File: src/rtl/shared_mem_arbiter.sv
// Purpose: load/store front-end for the dual-core data memory; round-robin
//          serialisation of conflicting shared-region accesses, registered strobes.
// Latency: store: strobe + reqReady one cycle after acceptance; load: respValid two cycles after.
// Backpressure: a core holds reqValid until reqReady; reqValid is ignored while busy.
// Ports: clk/rst; reqValid/reqWrite/reqADDRx/reqDATAx (request), reqReady,
//        respValid/respDATAx (load return), errFlag (sticky range error),
//        dataINx/dataADDRx/dataWrite/dataLoad (memory drive), dataOUTx (memory read data).
module shared_mem_arbiter #(
  parameter int Ncores = 2,
  parameter int Lmem   = 8,
  parameter int TAM    = 16
) (
  input  logic              clk,
  input  logic              rst,
  input  logic [Ncores-1:0] reqValid,
  input  logic [Ncores-1:0] reqWrite,
  input  logic [TAM-1:0]    reqADDR0,
  input  logic [TAM-1:0]    reqADDR1,
  input  logic [TAM-1:0]    reqDATA0,
  input  logic [TAM-1:0]    reqDATA1,
  output logic [Ncores-1:0] reqReady,
  output logic [Ncores-1:0] respValid,
  output logic [TAM-1:0]    respDATA0,
  output logic [TAM-1:0]    respDATA1,
  output logic [Ncores-1:0] errFlag,
  output logic [TAM-1:0]    dataIN0,
  output logic [TAM-1:0]    dataIN1,
  output logic [TAM-1:0]    dataADDR0,
  output logic [TAM-1:0]    dataADDR1,
  output logic [Ncores-1:0] dataWrite,
  output logic [Ncores-1:0] dataLoad,
  input  logic [TAM-1:0]    dataOUT0,
  input  logic [TAM-1:0]    dataOUT1
);

  typedef enum logic [1:0] {IDLE, ISSUE, RESP} state_t;

  state_t            state     [Ncores];
  state_t            stateNext [Ncores];
  logic [TAM-1:0]    reqAddr   [Ncores];
  logic [TAM-1:0]    reqData   [Ncores];
  logic [TAM-1:0]    memOut    [Ncores];
  logic [TAM-1:0]    addrQ     [Ncores];
  logic [TAM-1:0]    dinQ      [Ncores];
  logic [TAM-1:0]    respQ     [Ncores];
  logic [Ncores-1:0] writeQ;
  logic [Ncores-1:0] rejQ;
  logic [Ncores-1:0] errQ;
  logic [Ncores-1:0] cand;
  logic [Ncores-1:0] shared;
  logic [Ncores-1:0] outOfRange;
  logic [Ncores-1:0] accept;
  logic [Ncores-1:0] reject;
  logic              conflict;
  logic              winner;
  logic              rrLast;

  assign reqAddr[0] = reqADDR0;
  assign reqAddr[1] = reqADDR1;
  assign reqData[0] = reqDATA0;
  assign reqData[1] = reqDATA1;
  assign memOut[0]  = dataOUT0;
  assign memOut[1]  = dataOUT1;

  // Request qualification, arbitration and next state.
  always_comb begin
    conflict   = 1'b0;
    winner     = ~rrLast;
    cand       = '0;
    shared     = '0;
    outOfRange = '0;
    accept     = '0;
    reject     = '0;
    for (int i = 0; i < Ncores; i++) begin
      stateNext[i] = state[i];
    end
    for (int i = 0; i < Ncores; i++) begin
      outOfRange[i] = |reqAddr[i][TAM-1:Lmem+1];
      // The cycle a rejection is reported the core is still presenting the
      // rejected request, so it must not be evaluated a second time.
      cand[i]   = (state[i] == IDLE) && reqValid[i] && !rejQ[i];
      shared[i] = cand[i] && !outOfRange[i] && reqAddr[i][Lmem];
    end
    // Two shared loads can proceed together; any store among them serialises.
    conflict = (&shared) && (|reqWrite);
    for (int i = 0; i < Ncores; i++) begin
      reject[i] = cand[i] && outOfRange[i];
      accept[i] = cand[i] && !outOfRange[i] && (!conflict || (winner == 1'(i)));
      unique case (state[i])
        IDLE:    if (accept[i]) stateNext[i] = ISSUE;
        ISSUE:   stateNext[i] = writeQ[i] ? IDLE : RESP;
        RESP:    stateNext[i] = IDLE;
        default: stateNext[i] = IDLE;
      endcase
    end
  end

  always_ff @(posedge clk or posedge rst) begin
    if (rst) begin
      for (int i = 0; i < Ncores; i++) begin
        state[i] <= IDLE;
        addrQ[i] <= '0;
        dinQ[i]  <= '0;
        respQ[i] <= '0;
      end
      writeQ <= '0;
      rejQ   <= '0;
      errQ   <= '0;
      rrLast <= 1'b1;
    end else begin
      for (int i = 0; i < Ncores; i++) begin
        state[i] <= stateNext[i];
        if (accept[i]) begin
          addrQ[i]  <= reqAddr[i];
          dinQ[i]   <= reqData[i];
          writeQ[i] <= reqWrite[i];
        end
        // Memory read data is valid during the load strobe cycle.
        if (state[i] == ISSUE && !writeQ[i]) begin
          respQ[i] <= memOut[i];
        end
      end
      rejQ <= reject;
      errQ <= errQ | reject;
      if (conflict) begin
        rrLast <= winner;
      end
    end
  end

  always_comb begin
    reqReady  = '0;
    respValid = '0;
    dataWrite = '0;
    dataLoad  = '0;
    for (int i = 0; i < Ncores; i++) begin
      reqReady[i]  = (state[i] == ISSUE) || rejQ[i];
      respValid[i] = (state[i] == RESP);
      dataWrite[i] = (state[i] == ISSUE) && writeQ[i];
      dataLoad[i]  = (state[i] == ISSUE) && !writeQ[i];
    end
  end

  assign errFlag   = errQ;
  assign dataADDR0 = addrQ[0];
  assign dataADDR1 = addrQ[1];
  assign dataIN0   = dinQ[0];
  assign dataIN1   = dinQ[1];
  assign respDATA0 = respQ[0];
  assign respDATA1 = respQ[1];

endmodule

File: config.mk
export PLATFORM = sky130hd
export DESIGN_NAME = shared_mem_arbiter
export DESIGN_NICKNAME = d
export VERILOG_FILES = /design/src/rtl/shared_mem_arbiter.sv
export SDC_FILE = /design/constraint.sdc
export NUM_CORES = 1
export LEC_CHECK = 0
export BUFFER_PORTS_ARGS = -buffer_cell sky130_fd_sc_hd__buf_2
export CORE_MARGIN = 3
export CORE_UTILIZATION = 30
export DETAILED_ROUTE_END_ITERATION = 8
export SYNTH_ARGS = -nofsm -noshare
export SYNTH_HDL_FRONTEND = slang
export SYNTH_SLANG_ARGS = --single-unit
File: constraint.sdc
create_clock -name clk -period 3.7 [get_ports clk]
set_input_delay 0.185 -clock clk [delete_from_list [all_inputs] [get_ports clk]]
set_output_delay 0.185 -clock clk [all_outputs]
set_load 0.005 [all_outputs]
Word level (Yosys, flattened, before mapping)
Index checks and enable logic that the tools add are counted.

Output and inout port bits: 106. Input bits: 102. Word-level logic and storage cells: 61. Register bits after elaboration: 107.

Reduce and logical (&&, ||, !) cells: 34. Equal/unequal tests: 6. Multiplexer cells: 6. Bitwise operators: 2.

Operators by type and width (count): $logic_and A1 B1 Y1 (17); $reduce_or A7 Y1 (2); $mux W2 (4); $pmux W2 S2 (2); $logic_not A1 Y1 (7); $eq A2 B1 Y1 const B (2); $eq A2 B2 Y1 const B (2); $logic_not A2 Y1 (2); $logic_or A1 B1 Y1 (4); $ne A2 B2 Y1 const B (2); $or A2 B2 Y2 (1); $reduce_and A2 Y1 (1); $reduce_or A2 Y1 (1); $not A1 Y1 (1).

Logic depth before layout (Yosys ltp)
Gate-level depths: netlist of the first run.

Depth in word-level cells: 12. Gate-level depth with buffers: 5. Depth with buffers taken out: 4.

Worst setup path after synthesis of the first run
OpenSTA, ideal clock, no wires.

Path kind: register to register. From: register state[0] (netlist name). To: register dinQ, in the netlist dataIN1[0]. Arrival time: 1955 ps. Clock period less this slack: 2080 ps. Setup slack: 1620 ps. Setup time: 125 ps. Path buffers: 1. Stages on the path, launching flop included: 6. Data required time: 3575 ps. Path through: dfrtp_1 or4b_4 nor3_4 a21boi_4 buf_4 mux2_2.

Cells in the longest elaborated chain, start to end: 10.

RTL lines: start: declaration (line 38) `state_t state [Ncores];`; start signal: indexed assignment (line 112) `state[i] <= stateNext[i];`; $logic_not A2 Y1 * (line 81) `cand[i] = (state[i] == IDLE) && reqValid[i] && !rejQ[i];`; $logic_and A1 B1 Y1 * (2 in series) (line 81); $logic_and A1 B1 Y1 * (line 82, 88); $logic_and A1 B1 Y1 (line 82) `shared[i] = cand[i] && !outOfRange[i] && reqAddr[i][Lmem];`; $reduce_and A2 Y1 (line 85) `conflict = (&shared) && (|reqWrite);`; $logic_and A1 B1 Y1 (line 85); $logic_not A1 Y1 (line 88) `accept[i] = cand[i] && !outOfRange[i] && (!conflict || (winner == 1'(i)));`; $logic_or A1 B1 Y1 (line 88); $logic_and A1 B1 Y1 * (line 88); end signal: indexed assignment (line 115) `dinQ[i] <= reqData[i];`; end: declaration (line 44) `logic [TAM-1:0] dinQ [Ncores];`.

Every way passes the cells marked *; elsewhere a longest branch is shown, timed or not. A chain may end at the register's enable or synchronous reset.

Final worst setup path of the first run
From: register state[0] (netlist name). To: register dinQ, in the netlist dataIN1[8].

Same word-level chain as after synthesis.

==> results.sh, run 1 <==
export IMPL_wl_per_cell_um=14.0
export IMPL_min_from="reqDATA0[0]"
export IMPL_finalHoldViolations=0
export IMPL_drcViolationCount=0
export IMPL_dr_pass1_iters=4
export IMPL_start_kind="flop"
export IMPL_tns_ns=0
export IMPL_syn_num_nets=351
export IMPL_seq_area_frac_synth_pct=66.9
export IMPL_die_area_um2=14800
export IMPL_die_h_um=122
export IMPL_rows=41
export IMPL_avgSynthCellArea_um2=16.1
export IMPL_max_freq_mhz=398
export IMPL_p_int_uw=1930
export IMPL_reg2reg_from="state[0]"
export IMPL_worst_pin_slew_ns=0.706
export IMPL_grt_max_degree=58
export IMPL_power_leakage_uw=0.00320
export IMPL_holdPathStages=2
export IMPL_post_route_min_period_ns=2.51
export IMPL_p_sw_share_pct=20.7
export IMPL_critical_path_max_fanout=15
export IMPL_rsz0062_at_grt="no"
export IMPL_core_area_um2=12800
export IMPL_htreeDepth=3
export IMPL_synth_compound_area_share_pct=1.22
export IMPL_peakVddDrop_v=0.000190
export IMPL_fin_crit_sh_pct=68.0
export IMPL_status="finished clean"
export IMPL_worst_r2r_path_depth=5
export IMPL_io_pins=208
export IMPL_dp_hpwl_um=6960
export IMPL_slew_viol_final=0
export IMPL_area_growth_synth_to_final_pct=39.3
export IMPL_r2r_slack_ns=1.19
export IMPL_synthTopCellsByArea="dfrtp_1 66%, mux2_2 23%, nor2b_1 2.5%, nor2_1 0.75%, dfstp_2 0.66%"
export IMPL_grt_antenna_before_repair=0
export IMPL_viasPerCell=4.30
export IMPL_comb_power_share_pct=8.6
export IMPL_ys_ff_latch=107
export IMPL_antenna_cells=0
export IMPL_postRouteWirelength_um=9000
export IMPL_grt_pass1_wl_um=14300
export IMPL_die_x_um=122
export IMPL_drtIter0Drc=63
export IMPL_path_clk_slew_ns=0.06
export IMPL_cp_end_kind="flop"
export IMPL_whs_endpoint="dataIN0[0]"
export IMPL_synthXorXnorAreaFrac_pct=0.219
export IMPL_place_ws_ns=1.17
export IMPL_timing_rr_end="dataIN1[8]"
export IMPL_yosysWarnings=0
export IMPL_setup_viol=0
export IMPL_final_nets=568
export IMPL_yosysTopAreaCellShare_pct=66.2
export IMPL_track_usage_pct=12.3
export IMPL_hold_buffers=1
export IMPL_critPathRequiredTime_ns=3.92
export IMPL_fin_ws_ns=1.19
export IMPL_skew_ns=0.00674
export IMPL_power_density_nw_per_um2=437
export IMPL_worstPathArrival_ns=2.73
export IMPL_port_buffers=207
export IMPL_hold_worst_slack_ns=0.0740
export IMPL_synthSimpleGateAreaFrac_pct=6.21
export IMPL_post_cts_buffers=0
export IMPL_synth_cell_types=28
export IMPL_start_util_pct=31.2
export IMPL_cts_resized=0
export IMPL_synth_top_family_by_area="multiplexers"
export IMPL_cap_violations=0
export IMPL_synth_adder_area_share_pct=0
export IMPL_max_slew_margin_rel_pct=52.9
export IMPL_synth_area_mux_share_pct=23.6
export IMPL_p_seq_share_pct=51.6
export IMPL_p_switching_uw=506
export IMPL_clock_sinks=107
export IMPL_yosys_area_top_type="dfrtp_1"
export IMPL_min_path_type="in -> reg"
export IMPL_numCtsBuffers=9
export IMPL_synth_area_um2=4010
export IMPL_num_vias=2762
export IMPL_grt_overflow=0
export IMPL_antenna_left=0
export IMPL_grt_pass1_vias=2875
export IMPL_clk_latency_ns=0.34
export IMPL_clockRootBuffer="clkbuf_16"
export IMPL_synth_cells=249
export IMPL_clockBufferDepth=2
export IMPL_drive_gt1_share_pct=67.5
export IMPL_cts_tree="yes"
export IMPL_pwr_share_clk_pct=39.8
export IMPL_path_class="reg -> reg"
export IMPL_gp_congestion=0.735
-- registers in the layout (all words and copies together) (netlist names) --
name	cells
writeQ	2
dataADDR0	16
rejQ	2
rrLast	1
dataADDR1	16
respDATA0	16
state	4
respDATA1	16
dataIN1	16
errFlag	2
dataIN0	16
-- synth_stat cells --
library cell / instances
nor3_1: 1
o211a_1: 1
a21boi_0: 1
nand3_1: 1
nand2_1: 1
dfrtp_1: 106
or2_2: 2
buf_6: 2
nor4b_1: 1
buf_2: 3
a31oi_2: 1
or3_1: 1
inv_1: 4
nor4_1: 1
or4b_4: 1
and4_1: 1
or4_1: 1
nor2b_1: 16
xnor2_1: 1
mux2_1: 1
mux2_2: 83
a21boi_4: 1
dfstp_2: 1
nor2_1: 8
nor3_4: 1
buf_4: 2
nand2b_1: 4
clkbuf_1: 2
-- power groups by stage --
stage / Combinational [uW] / Sequential (uW) / Clock [uW]
3_3_place_gp: 211 / 1280 / 0
6_report: 210 / 1260 / 972
2_1_floorplan: 77.3 / 1280 / 0
4_1_cts: 216 / 1260 / 1010
3_5_place_dp: 215 / 1280 / 0
5_1_grt: 235 / 1260 / 1060
-- layout make-up --
| cell class | count | area, um^2 |
|---|---|---|
| Clock inverter | 1 | 30.0 |
| Clock buffer | 15 | 278 |
| Tap cell | 172 | 215 |
| Fill cell | 1195 | 7250 |
| Sequential cell | 107 | 2680 |
| Multi-Input combinational cell | 129 | 1260 |
| Inverter | 4 | 17.5 |
| Timing Repair Buffer | 215 | 1100 |
-- per-layer routing --
metal  track usage, %  routed length, um  vias up
li1                 -                  -     1290
met1             15.2               3760     1335
met2             19.3               4170      126
met3             4.27                903       11
met4             5.74                165        0
met5                0                  0        -
-- how the worst max path moves through the flow --
stage	startpoint	endpoint	slack, ns
6_report	state[0]	dataIN1[8]	1.19
5_1_grt	state[2]	dataIN0[12]	0.90
4_1_cts	state[2]	dataADDR0[8]	1.16
3_5_place_dp	state[2]	dataADDR0[8]	1.17
3_3_place_gp	state[0]	dataIN1[2]	1.21
2_1_floorplan	rst	dataADDR0[0]	0.70
-- layout by cell type (no fill, tap or decap), types with 2 or more instances in the layout --
cell,n
mux2_2,83
nor2b_1,16
nand2b_1,4
inv_1,3
clkbuf_16,9
buf_2,207
or2_2,2
clkbuf_1,3
buf_4,7
clkbuf_8,3
nor2_1,8
dfrtp_1,106
-- critical path, stage by stage (launching register included) --
cell	delay [ns]
dfrtp_1	0.39
or4b_4	0.56
nor3_4	0.28
a21boi_4	0.52
buf_4	0.29
mux2_2	0.35
-- cells by family after synthesis --
kind of cell	Yosys count
muxes	84
DFF	107
and+or+nand+nor	40
xor gates and xnor gates	1
AOI/OAI and AO/OA	4
buffers and inverters	13
-- stage by stage --
step	instance area, um^2	total power, uW	cells	util [%]
floorplan	4010	1360	249	-
global placement	5260	1490	626	41.0
detailed placement	5260	1500	626	41.0
CTS	5580	2490	643	43.5
global route	5580	2560	643	43.5
finish	5580	2440	643	43.5
(Power assumes the default switching activity.)
==> run 2, diff against run 1 <==
==> constraint.sdc (replaced) <==
create_clock -name clk -period 2.1 [get_ports clk]
set_input_delay 0.105 -clock clk [delete_from_list [all_inputs] [get_ports clk]]
set_output_delay 0.105 -clock clk [all_outputs]
set_load 0.005 [all_outputs]
==> results.sh, run 2 (synthesis results as in run 1) <==
export IMPL_antenna_cells=0
export IMPL_skew_ns=0.00394
export IMPL_slowest_delay_ns=0.56
export IMPL_num_vias=3142
export IMPL_antenna_left=0
export IMPL_worst_r2r_path_depth=6
export IMPL_dr_pass1_iters=4
export IMPL_timing_rr_end="dataIN1[13]"
export IMPL_utilization_pct=51.5
export IMPL_area_sequential_um2=2680
export IMPL_io_pins=208
export IMPL_finalNonFillerCells=734
export IMPL_clockBufferDepth=2
export IMPL_grt_pass1_vias=3405
export IMPL_track_usage_pct=14.8
export IMPL_dp_hpwl_um=7150
export IMPL_critical_path_max_fanout=6
export IMPL_multi_input_area_um2=1320
export IMPL_reg2reg_from="rejQ[1]"
export IMPL_postRouteWirelength_um=11000
export IMPL_die_area_um2=14800
export IMPL_layout_commonest_cell="buf_2"
export IMPL_peakVddDrop_v=0.000323
export IMPL_area_growth_synth_to_final_pct=64.7
export IMPL_post_place_cells=631
export IMPL_wl_per_cell_um=14.9
export IMPL_finalPower_uw=4270
export IMPL_max_freq_mhz=481
export IMPL_worstPathArrival_ns=2.30
export IMPL_critPathBufInv=2
export IMPL_finalHoldViolations=0
export IMPL_worst_pin_slew_ns=0.788
export IMPL_core_area_um2=12800
export IMPL_cp_cell_sequence="or4b_4, nor3_4, a21boi_4, buf_6, clkbuf_16, mux2_4"
export IMPL_die_h_um=122
export IMPL_r2r_slack_ns=0.02
export IMPL_status="finished clean"
export IMPL_grt_pass1_wl_um=17000
export IMPL_numCtsBuffers=9
export IMPL_drtIter0Drc=93
export IMPL_holdPathStages=2
export IMPL_clock_sinks=107
export IMPL_fin_ws_ns=0.0216
export IMPL_critPathRequiredTime_ns=2.32
export IMPL_cap_violations=0
export IMPL_num_fill_cells=1115
export IMPL_slowest_stage="or4b_4"
export IMPL_min_path_type="in -> reg"
export IMPL_cts_tree="yes"
export IMPL_layout_common_cells="207 x buf_2, 106 x dfrtp_1, 80 x dlygate4sd3_1, 67 x mux2_2"
export IMPL_port_buffers=207
export IMPL_clockRootBuffer="clkbuf_16"
export IMPL_place_ws_ns=0.00597
export IMPL_fin_crit_sh_pct=99.0
export IMPL_start_kind="flop"
export IMPL_path_clk_slew_ns=0.06
export IMPL_grt_max_degree=63
export IMPL_drcViolationCount=0
export IMPL_grt_overflow=0
export IMPL_slew_viol_final=0
export IMPL_die_x_um=122
export IMPL_power_density_nw_per_um2=647
export IMPL_setup_viol=0
export IMPL_whs_endpoint="dataADDR1[6]"
export IMPL_max_slew_margin_rel_pct=47.5
export IMPL_post_route_min_period_ns=2.08
export IMPL_cp_end_kind="flop"
export IMPL_power_leakage_uw=0.00363
export IMPL_cp_top_family="simple AND/OR/NAND/NOR gates"
export IMPL_clk_latency_ns=0.34
export IMPL_drive_gt1_share_pct=59.3
export IMPL_rsz0062_at_grt="yes"
export IMPL_min_from="reqADDR1[6]"
export IMPL_htreeDepth=3
export IMPL_start_util_pct=31.2
export IMPL_viasPerCell=4.28
export IMPL_grt_antenna_before_repair=0
export IMPL_path_class="reg -> reg"
export IMPL_gp_congestion=0.703
export IMPL_rows=41
export IMPL_final_nets=661
[run 2: worst max path at each step]
stage | start | endpoint | cells after the start
6_report | rejQ[1] | dataIN1[13] | 6
5_1_grt | rejQ[1] | dataADDR1[0] | 6
4_1_cts | state[0] | dataADDR1[6] | 6
3_5_place_dp | state[0] | dataADDR1[6] | 5
3_3_place_gp | state[0] | dataADDR1[2] | 5
2_1_floorplan | state[0] | dataIN1[0] | 5
[run 2: final cells by class]
| cell class | count | area share (%) |
|---|---|---|
| sequential | 107 | 40.6 |
| clock buffer | 11 | 3.83 |
| timing repair buffer | 308 | 31.8 |
| tap | 172 | 3.26 |
| clock inverter | 3 | 0.227 |
| inverter | 4 | 0.284 |
| multi-input combinational | 129 | 20.0 |
[run 2: metrics by stage]
step                      hold WS, ns  setup TNS [ns]  cell area [um^2]
after detailed placement        0.321               0              5350
final                          0.0162               0              6600
after floorplan                 0.240               0              4010
after CTS                     0.00439               0              6470
after global routing          0.00413          -0.820              6600
after global placement          0.311               0              5350
[run 2: what timing repair did]
action,4_1_cts,5_1_grt
gates cloned,1,2
resized for setup,0,20
hold endpoints to repair,124,0
buffers inserted,2,5
pin swaps,1,2
setup endpoints to repair,5,26
hold buffers,80,0
[run 2: power by group]
group	total, uW	switching [uW]	internal (uW)
clock	1540	691	849
sequential	2220	52.1	2170
combinational	511	183	328
[run 2: metal layers]
| layer | wire (um) | GRT usage [%] |
|---|---|---|
| met1 | 4430 | 17.3 |
| met2 | 5560 | 26.0 |
| met3 | 805 | 4.04 |
| met4 | 161 | 5.53 |
| met5 | 0 | 0 |
